**src/rtl/vga_pkg.sv**
```systemverilog
// Shared VGA definitions: standard timing presets, a clog2 helper and the packed pixel type.
package vga_pkg;

    localparam int VGA640_H_ACTIVE = 640;
    localparam int VGA640_H_FP     = 16;
    localparam int VGA640_H_SYNC   = 96;
    localparam int VGA640_H_BP     = 48;
    localparam int VGA640_V_ACTIVE = 480;
    localparam int VGA640_V_FP     = 10;
    localparam int VGA640_V_SYNC   = 2;
    localparam int VGA640_V_BP     = 33;

    localparam int SVGA800_H_ACTIVE = 800;
    localparam int SVGA800_H_FP     = 40;
    localparam int SVGA800_H_SYNC   = 128;
    localparam int SVGA800_H_BP     = 88;
    localparam int SVGA800_V_ACTIVE = 600;
    localparam int SVGA800_V_FP     = 1;
    localparam int SVGA800_V_SYNC   = 4;
    localparam int SVGA800_V_BP     = 23;

    localparam int PIX_COLOR_W = 2;

    typedef struct packed {
        logic [PIX_COLOR_W-1:0] r;
        logic [PIX_COLOR_W-1:0] g;
        logic [PIX_COLOR_W-1:0] b;
    } pixel_t;

    function automatic int clog2(input int value);
        int result;
        result = 32'sd0;
        for (int i = 0; i < 32'sd31; i++) begin
            if ((32'sd1 <<< i) < value) result = i + 32'sd1;
        end
        return result;
    endfunction

endpackage

```
**src/rtl/vga_scaled_controller_if.sv**
```systemverilog
// Framebuffer read port: the scaled VGA controller is the master, the pixel RAM the slave.
interface vga_scaled_controller_if #(
    parameter int COLOR_W = 2,
    parameter int ADDR_W  = 17
) ();
    logic                 fb_ready;
    logic [3*COLOR_W-1:0] din;
    logic [ADDR_W-1:0]    addr;

    modport master (input fb_ready, input din, output addr);
    modport slave  (output fb_ready, output din, input addr);
endinterface

```
**src/rtl/vga_timing_gen.sv**
```systemverilog
// Free-running VGA counters plus stage-0 registered sync, active, window and frame flags.
// With VGA_TEST_PATTERN_EN defined it also registers the colour-bar index.
module vga_timing_gen
    import vga_pkg::*;
#(
    parameter int H_ACTIVE = 640,
    parameter int H_FP     = 16,
    parameter int H_SYNC   = 96,
    parameter int H_BP     = 48,
    parameter int V_ACTIVE = 480,
    parameter int V_FP     = 10,
    parameter int V_SYNC   = 2,
    parameter int V_BP     = 33,
    parameter int WIN_W    = 640,
    parameter int WIN_H    = 480
) (
    input  logic       vga_clk_25,
    input  logic       reset,
    input  logic       fb_ready,
    output logic       advance,
    output logic       win,
    output logic       line_end,
    output logic       frame_end,
    output logic       hsync_s0,
    output logic       vsync_s0,
    output logic       active_s0,
    output logic       win_s0,
    output logic       frame_s0
`ifdef VGA_TEST_PATTERN_EN
    ,
    output logic [2:0] bar_s0
`endif
);
    localparam int H_TOTAL  = H_ACTIVE + H_FP + H_SYNC + H_BP;
    localparam int V_TOTAL  = V_ACTIVE + V_FP + V_SYNC + V_BP;
    localparam int CNT_W    = clog2((H_TOTAL > V_TOTAL) ? H_TOTAL : V_TOTAL);
    localparam int HS_START = H_ACTIVE + H_FP;
    localparam int HS_END   = H_ACTIVE + H_FP + H_SYNC;
    localparam int VS_START = V_ACTIVE + V_FP;
    localparam int VS_END   = V_ACTIVE + V_FP + V_SYNC;

    localparam logic [CNT_W-1:0] H_LAST   = CNT_W'(H_TOTAL - 1);
    localparam logic [CNT_W-1:0] V_LAST   = CNT_W'(V_TOTAL - 1);
    localparam logic [CNT_W-1:0] CNT_ONE  = CNT_W'(1);
    localparam logic [CNT_W-1:0] CNT_ZERO = CNT_W'(0);

    logic             started_r;
    logic [CNT_W-1:0] h_count_r;
    logic [CNT_W-1:0] v_count_r;
    logic [31:0]      h_ext_s;
    logic [31:0]      v_ext_s;

    assign h_ext_s   = 32'(h_count_r);
    assign v_ext_s   = 32'(v_count_r);
    // Before start the counters sit at 0 until fb_ready is first seen; afterwards they free-run.
    assign advance   = started_r | fb_ready;
    assign line_end  = (h_count_r == H_LAST);
    assign frame_end = line_end && (v_count_r == V_LAST);
    assign win       = (h_ext_s < WIN_W) && (v_ext_s < WIN_H);

    // Start latch, pixel/line counters and the stage-0 flag registers.
    always_ff @(posedge vga_clk_25) begin
        if (reset) begin
            started_r <= 1'b0;
            h_count_r <= CNT_ZERO;
            v_count_r <= CNT_ZERO;
            hsync_s0  <= 1'b0;
            vsync_s0  <= 1'b0;
            active_s0 <= 1'b0;
            win_s0    <= 1'b0;
            frame_s0  <= 1'b0;
`ifdef VGA_TEST_PATTERN_EN
            bar_s0    <= 3'b000;
`endif
        end else if (advance) begin
            started_r <= 1'b1;
            hsync_s0  <= (h_ext_s >= HS_START) && (h_ext_s < HS_END);
            vsync_s0  <= (v_ext_s >= VS_START) && (v_ext_s < VS_END);
            active_s0 <= (h_ext_s < H_ACTIVE) && (v_ext_s < V_ACTIVE);
            win_s0    <= win;
            frame_s0  <= (h_count_r == CNT_ZERO) && (v_count_r == CNT_ZERO);
`ifdef VGA_TEST_PATTERN_EN
            bar_s0    <= 3'(h_ext_s / ((H_ACTIVE >= 8) ? (H_ACTIVE / 8) : 1));
`endif
            if (line_end) begin
                h_count_r <= CNT_ZERO;
                v_count_r <= frame_end ? CNT_ZERO : (v_count_r + CNT_ONE);
            end else begin
                h_count_r <= h_count_r + CNT_ONE;
            end
        end
    end

endmodule

```
**src/rtl/vga_scaled_controller.sv**
```systemverilog
// Scaled VGA controller: framebuffer addressing, read-latency alignment and colour output.
// Define VGA_TEST_PATTERN_EN to add the test_pattern input and its colour-bar override.
module vga_scaled_controller
    import vga_pkg::*;
#(
    parameter int H_ACTIVE   = 640,
    parameter int H_FP       = 16,
    parameter int H_SYNC     = 96,
    parameter int H_BP       = 48,
    parameter int V_ACTIVE   = 480,
    parameter int V_FP       = 10,
    parameter int V_SYNC     = 2,
    parameter int V_BP       = 33,
    parameter int HSYNC_POL  = 0,
    parameter int VSYNC_POL  = 0,
    parameter int FB_WIDTH   = 320,
    parameter int FB_HEIGHT  = 240,
    parameter int SCALE      = 2,
    parameter int COLOR_W    = 2,
    parameter int ADDR_W     = 17,
    parameter int RD_LATENCY = 1
) (
    input  logic                   vga_clk_25,
    input  logic                   reset,
    vga_scaled_controller_if.master fb,
    input  logic [3*COLOR_W-1:0]   border_colour,
`ifdef VGA_TEST_PATTERN_EN
    input  logic                   test_pattern,
`endif
    output logic                   hsync,
    output logic                   vsync,
    output logic [COLOR_W-1:0]     R,
    output logic [COLOR_W-1:0]     G,
    output logic [COLOR_W-1:0]     B,
    output logic                   frame_start
);
    localparam int PIX_W = 3 * COLOR_W;
    localparam int F_HS  = 0;
    localparam int F_VS  = 1;
    localparam int F_ACT = 2;
    localparam int F_WIN = 3;
    localparam int F_FRM = 4;
`ifdef VGA_TEST_PATTERN_EN
    localparam int F_BAR  = 5;
    localparam int FLAG_W = 8;
`else
    localparam int FLAG_W = 5;
`endif

    localparam logic              HS_ON    = (HSYNC_POL != 0) ? 1'b1 : 1'b0;
    localparam logic              VS_ON    = (VSYNC_POL != 0) ? 1'b1 : 1'b0;
    localparam logic [1:0]        SUB_LAST = 2'(SCALE - 1);
    localparam logic [1:0]        SUB_ONE  = 2'b01;
    localparam logic [ADDR_W-1:0] ADDR_ONE = ADDR_W'(1);
    localparam logic [ADDR_W-1:0] ROW_STEP = ADDR_W'(FB_WIDTH);

    logic              advance_s, win_s, line_end_s, frame_end_s;
    logic              hsync_s0_s, vsync_s0_s, active_s0_s, win_s0_s, frame_s0_s;
    logic [ADDR_W-1:0] addr_r, col_r, line_base_r;
    logic [1:0]        x_sub_r, y_sub_r;
    logic [FLAG_W-1:0] stage0_s, tap_s;
    logic [FLAG_W-1:0] dly_r [RD_LATENCY];
    logic [PIX_W-1:0]  pix_s;
`ifdef VGA_TEST_PATTERN_EN
    logic [2:0]        bar_s0_s;
    logic [PIX_W-1:0]  bar_pix_s;
`endif

    vga_timing_gen #(
        .H_ACTIVE(H_ACTIVE), .H_FP(H_FP), .H_SYNC(H_SYNC), .H_BP(H_BP),
        .V_ACTIVE(V_ACTIVE), .V_FP(V_FP), .V_SYNC(V_SYNC), .V_BP(V_BP),
        .WIN_W(FB_WIDTH * SCALE), .WIN_H(FB_HEIGHT * SCALE)
    ) u_timing (
        .vga_clk_25 (vga_clk_25),
        .reset      (reset),
        .fb_ready   (fb.fb_ready),
        .advance    (advance_s),
        .win        (win_s),
        .line_end   (line_end_s),
        .frame_end  (frame_end_s),
        .hsync_s0   (hsync_s0_s),
        .vsync_s0   (vsync_s0_s),
        .active_s0  (active_s0_s),
        .win_s0     (win_s0_s),
        .frame_s0   (frame_s0_s)
`ifdef VGA_TEST_PATTERN_EN
        ,
        .bar_s0     (bar_s0_s)
`endif
    );

    assign fb.addr = addr_r;

    // Incremental addressing: each column repeats SCALE pixels, each row SCALE lines.
    always_ff @(posedge vga_clk_25) begin
        if (reset) begin
            addr_r      <= {ADDR_W{1'b0}};
            col_r       <= {ADDR_W{1'b0}};
            line_base_r <= {ADDR_W{1'b0}};
            x_sub_r     <= 2'b00;
            y_sub_r     <= 2'b00;
        end else if (advance_s) begin
            if (win_s) begin
                addr_r <= line_base_r + col_r;
                if (x_sub_r == SUB_LAST) begin
                    x_sub_r <= 2'b00;
                    col_r   <= col_r + ADDR_ONE;
                end else begin
                    x_sub_r <= x_sub_r + SUB_ONE;
                end
            end
            if (line_end_s) begin
                x_sub_r <= 2'b00;
                col_r   <= {ADDR_W{1'b0}};
                if (frame_end_s) begin
                    y_sub_r     <= 2'b00;
                    line_base_r <= {ADDR_W{1'b0}};
                end else if (y_sub_r == SUB_LAST) begin
                    y_sub_r     <= 2'b00;
                    line_base_r <= line_base_r + ROW_STEP;
                end else begin
                    y_sub_r <= y_sub_r + SUB_ONE;
                end
            end
        end
    end

`ifdef VGA_TEST_PATTERN_EN
    assign stage0_s  = {bar_s0_s, frame_s0_s, win_s0_s, active_s0_s, vsync_s0_s, hsync_s0_s};
    assign bar_pix_s = {{COLOR_W{tap_s[F_BAR+2]}}, {COLOR_W{tap_s[F_BAR+1]}}, {COLOR_W{tap_s[F_BAR]}}};
`else
    assign stage0_s  = {frame_s0_s, win_s0_s, active_s0_s, vsync_s0_s, hsync_s0_s};
`endif
    assign tap_s = dly_r[RD_LATENCY-1];

    // Delay line keeping sync and flags aligned with the framebuffer read data.
    always_ff @(posedge vga_clk_25) begin
        if (reset) begin
            for (int i = 0; i < RD_LATENCY; i++) dly_r[i] <= {FLAG_W{1'b0}};
        end else begin
            dly_r[0] <= stage0_s;
            for (int i = 1; i < RD_LATENCY; i++) dly_r[i] <= dly_r[i-1];
        end
    end

    // Colour select: window pixels come from the framebuffer, the rest of the active area is border.
    always_comb begin
        pix_s = {PIX_W{1'b0}};
        if (!tap_s[F_ACT]) begin
            pix_s = {PIX_W{1'b0}};
`ifdef VGA_TEST_PATTERN_EN
        end else if (test_pattern) begin
            pix_s = bar_pix_s;
`endif
        end else if (tap_s[F_WIN]) begin
            pix_s = fb.din;
        end else begin
            pix_s = border_colour;
        end
    end

    // Registered pin stage.
    always_ff @(posedge vga_clk_25) begin
        if (reset) begin
            hsync       <= ~HS_ON;
            vsync       <= ~VS_ON;
            R           <= {COLOR_W{1'b0}};
            G           <= {COLOR_W{1'b0}};
            B           <= {COLOR_W{1'b0}};
            frame_start <= 1'b0;
        end else begin
            hsync       <= tap_s[F_HS] ? HS_ON : ~HS_ON;
            vsync       <= tap_s[F_VS] ? VS_ON : ~VS_ON;
            {R, G, B}   <= pix_s;
            frame_start <= tap_s[F_FRM];
        end
    end

endmodule

```
**src/flat_wrapper.sv**
```systemverilog
// flat-port wrapper written by rule: the top's interface ports become plain ports
module vga_scaled_controller_flat import vga_pkg::*;
#(
    parameter int H_ACTIVE   = 640,
    parameter int H_FP       = 16,
    parameter int H_SYNC     = 96,
    parameter int H_BP       = 48,
    parameter int V_ACTIVE   = 480,
    parameter int V_FP       = 10,
    parameter int V_SYNC     = 2,
    parameter int V_BP       = 33,
    parameter int HSYNC_POL  = 0,
    parameter int VSYNC_POL  = 0,
    parameter int FB_WIDTH   = 320,
    parameter int FB_HEIGHT  = 240,
    parameter int SCALE      = 2,
    parameter int COLOR_W    = 2,
    parameter int ADDR_W     = 17,
    parameter int RD_LATENCY = 1
)
  (vga_clk_25, reset, border_colour, hsync, vsync, R, G, B, frame_start, fb_fb_ready, fb_din, fb_addr);
  vga_scaled_controller_if #(.COLOR_W(COLOR_W), .ADDR_W(ADDR_W)) fb_i ();
  input  logic vga_clk_25;
  input  logic reset;
  input  logic [3*COLOR_W-1:0] border_colour;
  output logic hsync;
  output logic vsync;
  output logic [COLOR_W-1:0] R;
  output logic [COLOR_W-1:0] G;
  output logic [COLOR_W-1:0] B;
  output logic frame_start;
  input wire logic [$bits(fb_i.fb_ready)-1:0] fb_fb_ready;
  input wire logic [$bits(fb_i.din)-1:0] fb_din;
  output wire logic [$bits(fb_i.addr)-1:0] fb_addr;
  assign fb_i.fb_ready = fb_fb_ready;
  assign fb_i.din = fb_din;
  assign fb_addr = fb_i.addr;
  vga_scaled_controller #(.H_ACTIVE(H_ACTIVE), .H_FP(H_FP), .H_SYNC(H_SYNC), .H_BP(H_BP), .V_ACTIVE(V_ACTIVE), .V_FP(V_FP), .V_SYNC(V_SYNC), .V_BP(V_BP), .HSYNC_POL(HSYNC_POL), .VSYNC_POL(VSYNC_POL), .FB_WIDTH(FB_WIDTH), .FB_HEIGHT(FB_HEIGHT), .SCALE(SCALE), .COLOR_W(COLOR_W), .ADDR_W(ADDR_W), .RD_LATENCY(RD_LATENCY)) u_core (.vga_clk_25(vga_clk_25), .reset(reset), .fb(fb_i), .border_colour(border_colour), .hsync(hsync), .vsync(vsync), .R(R), .G(G), .B(B), .frame_start(frame_start));
endmodule
```
**config.mk**
```make
export PLATFORM = sky130hd
export DESIGN_NAME = vga_scaled_controller_flat
export DESIGN_NICKNAME = d
export VERILOG_FILES = /design/src/rtl/vga_pkg.sv /design/src/rtl/vga_scaled_controller_if.sv /design/src/rtl/vga_timing_gen.sv /design/src/rtl/vga_scaled_controller.sv /design/src/flat_wrapper.sv
export SDC_FILE = /design/constraint.sdc
export NUM_CORES = 1
export LEC_CHECK = 0
export ABC_AREA = 1
export CAP_MARGIN = 20
export CORE_MARGIN = 5
export CORE_UTILIZATION = 55
export DETAILED_ROUTE_END_ITERATION = 8
export MAX_ROUTING_LAYER = met4
export PLACE_DENSITY = 0.76
export SYNTH_ARGS = -nofsm -noshare
export SYNTH_HDL_FRONTEND = slang
export SYNTH_SLANG_ARGS = --single-unit
```
**constraint.sdc**
```tcl
create_clock -name vga_clk_25 -period 1.9 [get_ports vga_clk_25]
set_input_delay 0.38 -clock vga_clk_25 [delete_from_list [all_inputs] [get_ports vga_clk_25]]
set_output_delay 0.38 -clock vga_clk_25 [all_outputs]
set_load 0.02 [all_outputs]
```
Word-level counts from Yosys, hierarchy flattened
Memory sizes are Yosys's and may differ from the RTL's.
Cells that the tools add are included.
{"block": "classes", "add_sub_neg": 7, "magnitude_cmp": 6, "n_eq_ne": 4, "mux": 20, "bitwise_logic": 2, "n_reduce_logical": 17}
{"cell": "2-to-1 mux 17 bit", "n": 5}
{"cell": "adder 10 x 1 -> 10 bit, second input constant", "n": 2}
{"cell": "equality test 10 bit, second input constant", "n": 2}
{"cell": "logical NOT 10 bit", "n": 2}
{"cell": "less-than comparator 10 bit, second input constant", "n": 2}
{"cell": "less-than comparator 10 x 9 -> 1 bit, second input constant", "n": 2}
{"cell": "2-to-1 mux 10 bit", "n": 2}
{"cell": "adder 17 x 1 -> 17 bit, second input constant", "n": 1}
{"cell": "adder 17 bit", "n": 1}
{"cell": "adder 17 x 9 -> 17 bit, second input constant", "n": 1}
{"cell": ">= comparator 10 bit, second input constant", "n": 1}
{"cell": ">= comparator 10 x 9 -> 1 bit, second input constant", "n": 1}
{"cell": "2-to-1 mux 2 bit", "n": 5}
{"cell": "2-to-1 mux 1 bit", "n": 6}
{"cell": "2-to-1 mux 6 bit", "n": 1}
{"cell": "AND reduction 2 bit", "n": 3}
{"cell": "AND reduction 3 bit", "n": 2}
{"cell": "nonzero test 2 bit", "n": 3}
{"cell": "logical AND 1 bit", "n": 5}
{"cell": "2-to-1 mux 5 bit", "n": 1}
{"cell": "OR reduction 5 bit", "n": 1}
{"cell": "adder 2 x 1 -> 2 bit, second input constant", "n": 2}
{"cell": "equality test 2 x 1 -> 1 bit, second input constant", "n": 2}
{"cell": "OR reduction 2 bit", "n": 1}
{"cell": "2 further kinds", "n": 2}
{"block": "totals", "reg_bits": 89, "ramBits": 5, "inputBits": 15, "output_inout_bits": 26, "elab_cells": 75, "n_memories": 1}
{"name": "u_core.dly_r", "words": 1, "word_bits": 5, "read_ports": 1, "rd_ports_with_merged_regs": 0, "wr": 1, "line_no": "vga_scaled_controller.sv:62", "rtl": "logic [FLAG_W-1:0] dly_r [RD_LATENCY];"}

Logic depth before layout (Yosys ltp)
Gate-level depths: netlist of run 1.
{"block": "logic_depth", "ltp_word": 4, "depth_mapped": 11, "ltp_nobuf": 11}

By module
Synthesis of run 1 repeated with hierarchy kept, for this count alone.
{"block": "hier_totals", "cells_unflattened": 705, "hier_area_um2": 4702.0}
{"mod": "vga_scaled_controller", "n_inst": 1, "cells_each": 480, "area_per_inst_um2": 3231.8, "seq_area_each_um2": 1261.2}
{"mod": "vga_timing_gen", "n_inst": 1, "cells_each": 225, "area_per_inst_um2": 1470.2, "seq_area_each_um2": 500.5}

Least setup slack after synthesis of run 1
Ideal clock, no wire load.
{"block": "synth_timing", "path_kind": "register to register", "start": "register u_core.u_timing.h_count_r[1]", "end": "register u_core.col_r[6]", "setup_time_ps": 142, "arrival_time_ps": 1368, "t_required_ps": 1758, "slack_ps": 391, "stages_incl_launch_ff": 10, "path_buffers": 1, "synth_period_minus_slack_ps": 1509, "cell_sequence": "dfxtp_1 > ha_1 > inv_1 > nor2_4 > nand3_1 > nand2_1 > nand3_4 > buf_6 > nand2_1 > a21oi_2"}
{"block": "synth_between", "elab_chain_cells": 4, "elab_cells_between_ends": 7, "cone_classes": "1 x order compare; 1 x eq/ne; 1 x mux; 4 x reduce/logical"}
{"element": "start, declared", "line_no": "vga_timing_gen.sv:48", "rtl": "logic [CNT_W-1:0] h_count_r;"}
{"element": "start signal, assigned", "line_no": "vga_timing_gen.sv:89", "rtl": "h_count_r <= h_count_r + CNT_ONE;"}
{"element": "less-than comparator 10 bit", "line_no": "vga_timing_gen.sv:59", "rtl": "assign win = (h_ext_s < WIN_W) && (v_ext_s < WIN_H);"}
{"element": "logical AND 1 bit", "line_no": "vga_timing_gen.sv:59"}
{"element": "nonzero test 2 bit (no source line)"}
{"element": "AND reduction 3 bit (no source line)"}
{"element": "end signal, assigned", "line_no": "vga_scaled_controller.sv:98", "rtl": "col_r <= {ADDR_W{1'b0}};"}
{"element": "end signal, assigned", "line_no": "vga_scaled_controller.sv:107", "rtl": "col_r <= col_r + ADDR_ONE;"}
{"element": "end signal, assigned", "line_no": "vga_scaled_controller.sv:114", "rtl": "col_r <= {ADDR_W{1'b0}};"}
{"element": "end, declared", "line_no": "vga_scaled_controller.sv:59", "rtl": "logic [ADDR_W-1:0] addr_r, col_r, line_base_r;"}
Several ways; a longest one is shown, not always the timed one.
A chain may end at the register's enable or synchronous reset.

Final worst setup path of run 1
{"block": "layout_timing", "start": "register u_core.u_timing.h_count_r[1]", "end": "register u_core.line_base_r[13]"}
{"block": "layout_between", "elab_chain_cells": 4, "elab_cells_between_ends": 5, "cone_classes": "1 x eq/ne; 1 x mux; 3 x reduce/logical"}
{"element": "equality test 10 bit (*)", "line_no": "vga_timing_gen.sv:57", "rtl": "assign line_end = (h_count_r == H_LAST);"}
{"element": "logical AND 1 bit", "line_no": "vga_timing_gen.sv:58", "rtl": "assign frame_end = line_end && (v_count_r == V_LAST);"}
{"element": "nonzero test 2 bit (no source line)"}
{"element": "AND reduction 3 bit (no source line)"}
{"element": "end signal, assigned", "line_no": "vga_scaled_controller.sv:99", "rtl": "line_base_r <= {ADDR_W{1'b0}};"}
{"element": "end signal, assigned", "line_no": "vga_scaled_controller.sv:117", "rtl": "line_base_r <= {ADDR_W{1'b0}};"}
{"element": "end signal, assigned", "line_no": "vga_scaled_controller.sv:120", "rtl": "line_base_r <= line_base_r + ROW_STEP;"}
{"element": "end, declared", "line_no": "vga_scaled_controller.sv:59"}
Mark *: on every way between the ends. The rest lies on a longest branch, timed or not.

==> results_dict.tcl, run 1 <==
set metrics [dict create \
    core_um2 8590 \
    wl_per_cell_um 12.7 \
    syn_nets 739 \
    finalSetupViolCount 0 \
    p_per_area_nw_per_um2 653 \
    synth_cell_types 40 \
    clock_sinks 87 \
    vias 4621 \
    syn-cell-area_um2 4760 \
    ir_worst_vdd_uv 406 \
    synth_top_cell_area_share_pct 36.6 \
    yosys.area.top_type "dfxtp_1" \
    slew_headroom_pct 71.6 \
    holdPathEnd "u_core.hsync$_SDFF_PP1_" \
    crit_required_ns 2.14 \
    reg2reg_from "u_core.u_timing.h_count_r[1]$_SDFFE_PP0P_" \
    p_leak_uw 0.00249 \
    cts_tree "yes" \
    yosys.area_share.adder_pct 4.47 \
    synth_top_family_by_area "simple AND/OR/NAND/NOR gates" \
    overflow 0 \
    hold_viol 0 \
    insertion_delay_ns 0.37 \
    wirelength_um 11300 \
    rsz0062_at_grt "yes" \
    synthSimpleGateAreaFrac_pct 36.8 \
    crit_type "reg -> reg" \
    viasPerCell 5.22 \
    synthFlopType "dfxtp_1" \
    p_seq_share_pct 51.0 \
    syn_to_final_growth_pct 19.3 \
    synth_top_cells_by_area "dfxtp_1, nand2_1, nor2_1" \
    max_freq_mhz 548 \
    grt_pass1_vias 4260 \
    p_clk_share_pct 39.2 \
    num_io_pins 41 \
    antenna_found_initial 0 \
    fillers 779 \
    drive_gt1_share_pct 12.1 \
    clock_path_buffers 2 \
    cts-buffers-inserted 9 \
    synth_seq_cells 87 \
    p_total_uw 3710 \
    min_from "u_core.dly_r[0][0]$_SDFF_PP0_" \
    status "complete, no violations" \
    drc 0 \
    cts_root_buf "clkbuf_8" \
    post_dp_cell_area_um2 5390 \
    place_inst 866 \
    utilization_pct 66.0 \
    die_h_um 103 \
    power.internal_uw 2770 \
    arrival_ns 2.06 \
    ant_nets 0 \
    hold_depth 1 \
    finalMaxSlewViolations 0 \
    grt_pass1_wl_um 18800 \
    synth_xor_area_share_pct 2.58 \
    grtUsageTotal_pct 22.7 \
    worst_pin_slew_ns 0.421 \
    diodes 0 \
    dieArea_um2 10600 \
    swShare_pct 25.4 \
    buffer_ports.inserted 34 \
    async_flop_share_pct 0 \
    worstReg2RegEnd "u_core.line_base_r[13]$_SDFFE_PP0P_" \
    cap_violations 0 \
    dr.pass1.iters 5 \
    final_period_minus_worst_setup_slack_ns 1.82 \
    grt_max_degree 30 \
    worstRegToRegCells 8 \
    synth_compound_area_share_pct 10.5 \
    design_area_um2 5670 \
    comb_power_share_pct 9.8 \
    fin_worst_skew_ns 0.0147 \
    die_x_um 103 \
    cp-start-kind "register" \
    switchingPower_uw 940 \
    yosys_warnings 0 \
    rows 34 \
    final_nets 804 \
    post-route-period-util_pct 96.0 \
    dp_hpwl_um 8330 \
    holdBufCountCts 0 \
    synth-seq-area-share_pct 36.6 \
    htree_levels 3 \
    worstPathMaxFanout 9 \
    fin_cells 885 \
    syn_area_per_cell_um2 6.73 \
    synth_edf_count 0 \
    end_kind "register" \
    setup_tns_ns 0 \
    synthMuxAreaShare_pct 0 \
    reg2reg_slack_ns 0.08 \
    synthCells 707 \
    drt_iter0_markers 239 \
    routabilityCongestion 0.877 \
    path_clk_slew_ns 0.09 \
    min_path_type "reg -> reg" \
    start_util_pct 55.4 \
]
critical path, stage by stage (launching register included):
cell     delay [ns]
dfxtp_1        0.39
ha_1           0.16
inv_1          0.07
nor2_4         0.20
nand3_2        0.23
nor2_2         0.24
nor2_4         0.08
nor2_4         0.24
nor2_1         0.10
synth_stat cells (all sizes together), types with 6 or more instances:
library cell	n
buf	12
xnor2	6
a21oi	39
nor2	135
inv	88
nand3	48
dfxtp	87
ha	17
xor2	8
nor3	10
nand4	17
o21ai	31
nand2	183
cell families (layout without fill, tap and decap cells):
kind of cell | count (synthesis) | in the layout
AO/OA/AOI/OAI | 84 | 84
XOR/XNOR | 14 | 14
adder cells (fa/ha/maj) | 17 | 17
buffers and inverters | 104 | 172
flip-flops | 87 | 87
AND/OR/NAND/NOR | 401 | 403
state kept, by name, summed over array words and instances (netlist names), 4 cells and up:
| register | count |
|---|---|
| u_core.fb.addr | 17 |
| u_core.u_timing.h_count_r | 10 |
| u_core.line_base_r | 11 |
| u_core.dly_r | 4 |
| u_core.u_timing.v_count_r | 10 |
| u_core.col_r | 17 |
routing by layer:
layer  track usage [%]  vias up  routed length (um)
met5                 -        -                   0
met4              7.77        0                 266
met3              4.06       22                 549
met2              39.0      123                5500
met1              26.7     2095                4970
li1                  -     2381                   -
layout by cell type, fill, tap and decap left out, types with 11 or more instances in the layout:
cell	netlist	layout
buf_4	2	32
nand2_1	170	167
nand4_1	16	16
a21oi_2	11	11
ha_1	17	17
nand3_1	46	45
dfxtp_1	87	87
inv_1	88	88
nand2_2	13	16
nor2_1	129	127
a21oi_1	28	28
o21ai_0	31	31
clkdlybuf4s50_1	0	34
power groups by stage:
stage | clock, uW | combinational, uW | sequential, uW
detailed placement | 0 | 340 | 1930
global placement | 0 | 333 | 1930
global route | 1550 | 398 | 1900
CTS | 1470 | 343 | 1890
finish | 1450 | 362 | 1890
floorplan | 0 | 180 | 1960
worst max path at each step:
| stage | startpoint | endpoint | slack (ns) | cells after the start |
|---|---|---|---|---|
| 6_report | u_core.u_timing.h_count_r[1]$_SDFFE_PP0P_ | u_core.line_base_r[13]$_SDFFE_PP0P_ | 0.08 | 8 |
| 4_1_cts | u_core.u_timing.h_count_r[1]$_SDFFE_PP0P_ | u_core.col_r[0]$_SDFFE_PP0P_ | 0.09 | 10 |
| 3_3_place_gp | fb_fb_ready | u_core.col_r[10]$_SDFFE_PP0P_ | -0.15 | 8 |
| 5_1_grt | u_core.u_timing.h_count_r[1]$_SDFFE_PP0P_ | u_core.u_timing.v_count_r[4]$_SDFFE_PP0P_ | -0.02 | 8 |
| 3_5_place_dp | fb_fb_ready | u_core.col_r[10]$_SDFFE_PP0P_ | -0.21 | 8 |
| 2_1_floorplan | u_core.u_timing.h_count_r[1]$_SDFFE_PP0P_ | u_core.col_r[6]$_SDFFE_PP0P_ | 0.39 | 9 |
per-stage QoR:
| stage | setup slack [ns] | hold slack [ns] |
|---|---|---|
| floorplan | 0.391 | 0.352 |
| global placement | -0.154 | 0.359 |
| detailed placement | -0.208 | 0.364 |
| CTS | 0.0869 | 0.391 |
| global route | -0.0162 | 0.404 |
| finish | 0.0758 | 0.388 |
area by class of cell:
type | count | area [um2] | share of cell area (%)
Clock buffer | 9 | 124 | 2.18
Clock inverter | 7 | 96.3 | 1.70
Inverter | 88 | 330 | 5.82
Multi-Input combinational cell | 518 | 2630 | 46.3
Sequential cell | 87 | 1740 | 30.7
Tap cell | 108 | 135 | 2.38
Timing Repair Buffer | 68 | 621 | 10.9
what timing repair did:
item                                    in CTS  in global routing
setup buffers                                0                  1
gates cloned                                 0                  2
pin swaps                                    0                  1
endpoints found under the setup margin      10                 18
hold endpoints to repair                     0                  0
resized for setup                            2                  4
(Power assumes the default switching activity.)
==> run 2, diff against run 1 <==
--- a/config.mk
+++ b/config.mk
@@ -6,7 +6,7 @@
 export NUM_CORES = 1
 export LEC_CHECK = 0
 export ABC_AREA = 1
-export CAP_MARGIN = 20
+export CAP_MARGIN = 25
 export CORE_MARGIN = 5
 export CORE_UTILIZATION = 55
 export DETAILED_ROUTE_END_ITERATION = 8
==> results of run 2 <==
Final layout, timing and power as in run 1 (identical DEF).
==> run 3, diff against run 2 <==
--- a/config.mk
+++ b/config.mk
@@ -10,8 +10,10 @@
 export CORE_MARGIN = 5
 export CORE_UTILIZATION = 55
 export DETAILED_ROUTE_END_ITERATION = 8
+export HOLD_SLACK_MARGIN = 0.03
 export MAX_ROUTING_LAYER = met4
 export PLACE_DENSITY = 0.76
 export SYNTH_ARGS = -nofsm -noshare
 export SYNTH_HDL_FRONTEND = slang
 export SYNTH_SLANG_ARGS = --single-unit
+export TNS_END_PERCENT = 10
==> run 3 against run 2 <==
Against the previous run:
- setup slack gained 0.042 ns
- cell area shrank 0.79%
- cell count shrank 0.34%
- routed wire length shrank 2.1%
- first-iteration DRC count grew 3.8%
- power shrank 0.36%
- combinational power shrank 5.5%
- critical path type unchanged
- largest power group unchanged
- highest routed layer unchanged
==> results_dict.tcl, run 3 (synthesized netlist as in run 1, its figures left out) <==
set metrics [dict create \
    wirelength_um 11000 \
    dp_hpwl_um 8330 \
    slew_headroom_pct 72.3 \
    wl_met1_um 4950 \
    critPathBufInv 1 \
    syn_to_final_growth_pct 18.3 \
    post-route-period-util_pct 93.8 \
    cp-start-kind "register" \
    wl_per_cell_um 12.5 \
    fin_worst_skew_ns 0.0144 \
    worst_pin_slew_ns 0.411 \
    ir_worst_vdd_uv 403 \
    vias 4573 \
    dr.pass1.iters 8 \
    overflow 0 \
    ant_nets 0 \
    min_path_type "reg -> reg" \
    path_clk_slew_ns 0.09 \
    top_layer_used "met4" \
    hold_viol 0 \
    comb_power_share_pct 9.3 \
    status "complete, no violations" \
    buffer_ports.inserted 34 \
    whs_ns 0.386 \
    p_seq_share_pct 51.2 \
    crit_type "reg -> reg" \
    dieArea_um2 10600 \
    core_um2 8590 \
    final_nets 801 \
    p_per_area_nw_per_um2 656 \
    cap_violations 0 \
    max_freq_mhz 561 \
    p_clk_share_pct 39.5 \
    wl_met2_um 5370 \
    path_depth 10 \
    cp_cell_sequence "ha_1, inv_1, nor2_4, nand4_4, nand2_1, nand2_2, nor2_8, nand2_1, nand2_1, nor2_1" \
    place_inst 866 \
    num_io_pins 41 \
    holdBufCountCts 0 \
    fin_cells 882 \
    die_h_um 103 \
    swShare_pct 25.3 \
    rows 34 \
    cp_common_cell "nand2_1" \
    arrival_ns 2.04 \
    switchingPower_uw 935 \
    viasPerCell 5.18 \
    antenna_found_initial 0 \
    grtUsageTotal_pct 22.7 \
    final_common_cell "nand2_1" \
    crit_required_ns 2.16 \
    routabilityCongestion 0.877 \
    drc 0 \
    worstRegToRegCells 10 \
    grt_pass1_vias 4260 \
    cts-buffers-inserted 9 \
    start_util_pct 55.4 \
    final_cell_mix "nand2_1, nor2_1, inv_1, dfxtp_1, nand3_1" \
    cts_tree "yes" \
    cts_root_buf "clkbuf_8" \
    die_x_um 103 \
    timing.final.ws_setup_ns 0.118 \
    drive_gt1_share_pct 11.6 \
    final_period_minus_worst_setup_slack_ns 1.78 \
    rsz0062_at_grt "yes" \
    clock_sinks 87 \
    grt_pass1_wl_um 18800 \
    max_stage_delay_ns 0.38 \
    post_cts_buffers 0 \
    critPathTopFamily "simple AND/OR/NAND/NOR gates" \
    hold_depth 1 \
    grt_max_degree 30 \
    wl_met3_um 496 \
    cp_slowest_cell "dfxtp_1" \
    clock_path_buffers 2 \
    htree_levels 3 \
    insertion_delay_ns 0.37 \
    end_kind "register" \
    diodes 0 \
    p_leak_uw 0.00247 \
    finalSetupViolCount 0 \
    finalMaxSlewViolations 0 \
    drt_iter0_markers 248 \
    pre_cts_slack_ns -0.208 \
    reg2reg_slack_ns 0.12 \
    worstPathMaxFanout 16 \
    power.internal_uw 2760 \
]
-- run 3: cell count changes in the layout (fill, tap and decap cells not counted) --
| cell | previous run | this run |
|---|---|---|
| nand2_1 | 167 | 169 |
| dfxtp_1 | 87 | 86 |
| nand2_2 | 16 | 14 |
| nand3_2 | 3 | 2 |
| nor2_4 | 4 | 3 |
| dfxtp_2 | 0 | 1 |
| buf_12 | 2 | 1 |
-- run 3: stage by stage --
stage / power (uW) / TNS (ns) / utilization [%] / area (um2)
final: 3690 / 0 / 65.5 / 5630
after global routing: 3830 / -0.0264 / 65.5 / 5630
after CTS: 3700 / 0 / 65.4 / 5620
after detailed placement: 2270 / -5.62 / 62.8 / 5390
after global placement: 2260 / -2.84 / 62.8 / 5390
after floorplan: 2140 / 0 / - / 4760
-- run 3: cell type report --
class	instances	area, um2
Clock buffer	9	124
Clock inverter	7	96.3
Fill cell	787	2970
Inverter	88	330
Multi-Input combinational cell	516	2600
Sequential cell	87	1740
Tap cell	108	135
Timing Repair Buffer	67	601
-- run 3: per-layer routing --
metal	GRT usage [%]	up-vias
met4	7.77	0
met2	39.0	112
li1	-	2365
met5	-	-
met3	4.06	24
met1	26.7	2072
-- run 3: final timing paths --
kind / start / to
worst max-delay path: u_core.u_timing.h_count_r[0]$_SDFFE_PP0P_ / u_core.col_r[0]$_SDFFE_PP0P_
worst min register to register: u_core.dly_r[0][1]$_SDFF_PP0_ / u_core.vsync$_SDFF_PP1_
worst max register to register: u_core.u_timing.h_count_r[0]$_SDFFE_PP0P_ / u_core.col_r[0]$_SDFFE_PP0P_
worst min-delay path: u_core.dly_r[0][1]$_SDFF_PP0_ / u_core.vsync$_SDFF_PP1_
-- run 3: timing repair --
item	in CTS	in global routing
pin swaps	0	1
setup endpoints to repair	10	18
gates resized for setup	2	3
gates cloned	0	0
-- run 3: power by group through the flow --
| stage | Clock, uW | Sequential, uW | Combinational [uW] |
|---|---|---|---|
| floorplan | 0 | 1960 | 180 |
| detailed placement | 0 | 1930 | 340 |
| finish | 1460 | 1890 | 342 |
| global placement | 0 | 1930 | 333 |
| global route | 1550 | 1900 | 379 |
| CTS | 1470 | 1890 | 343 |
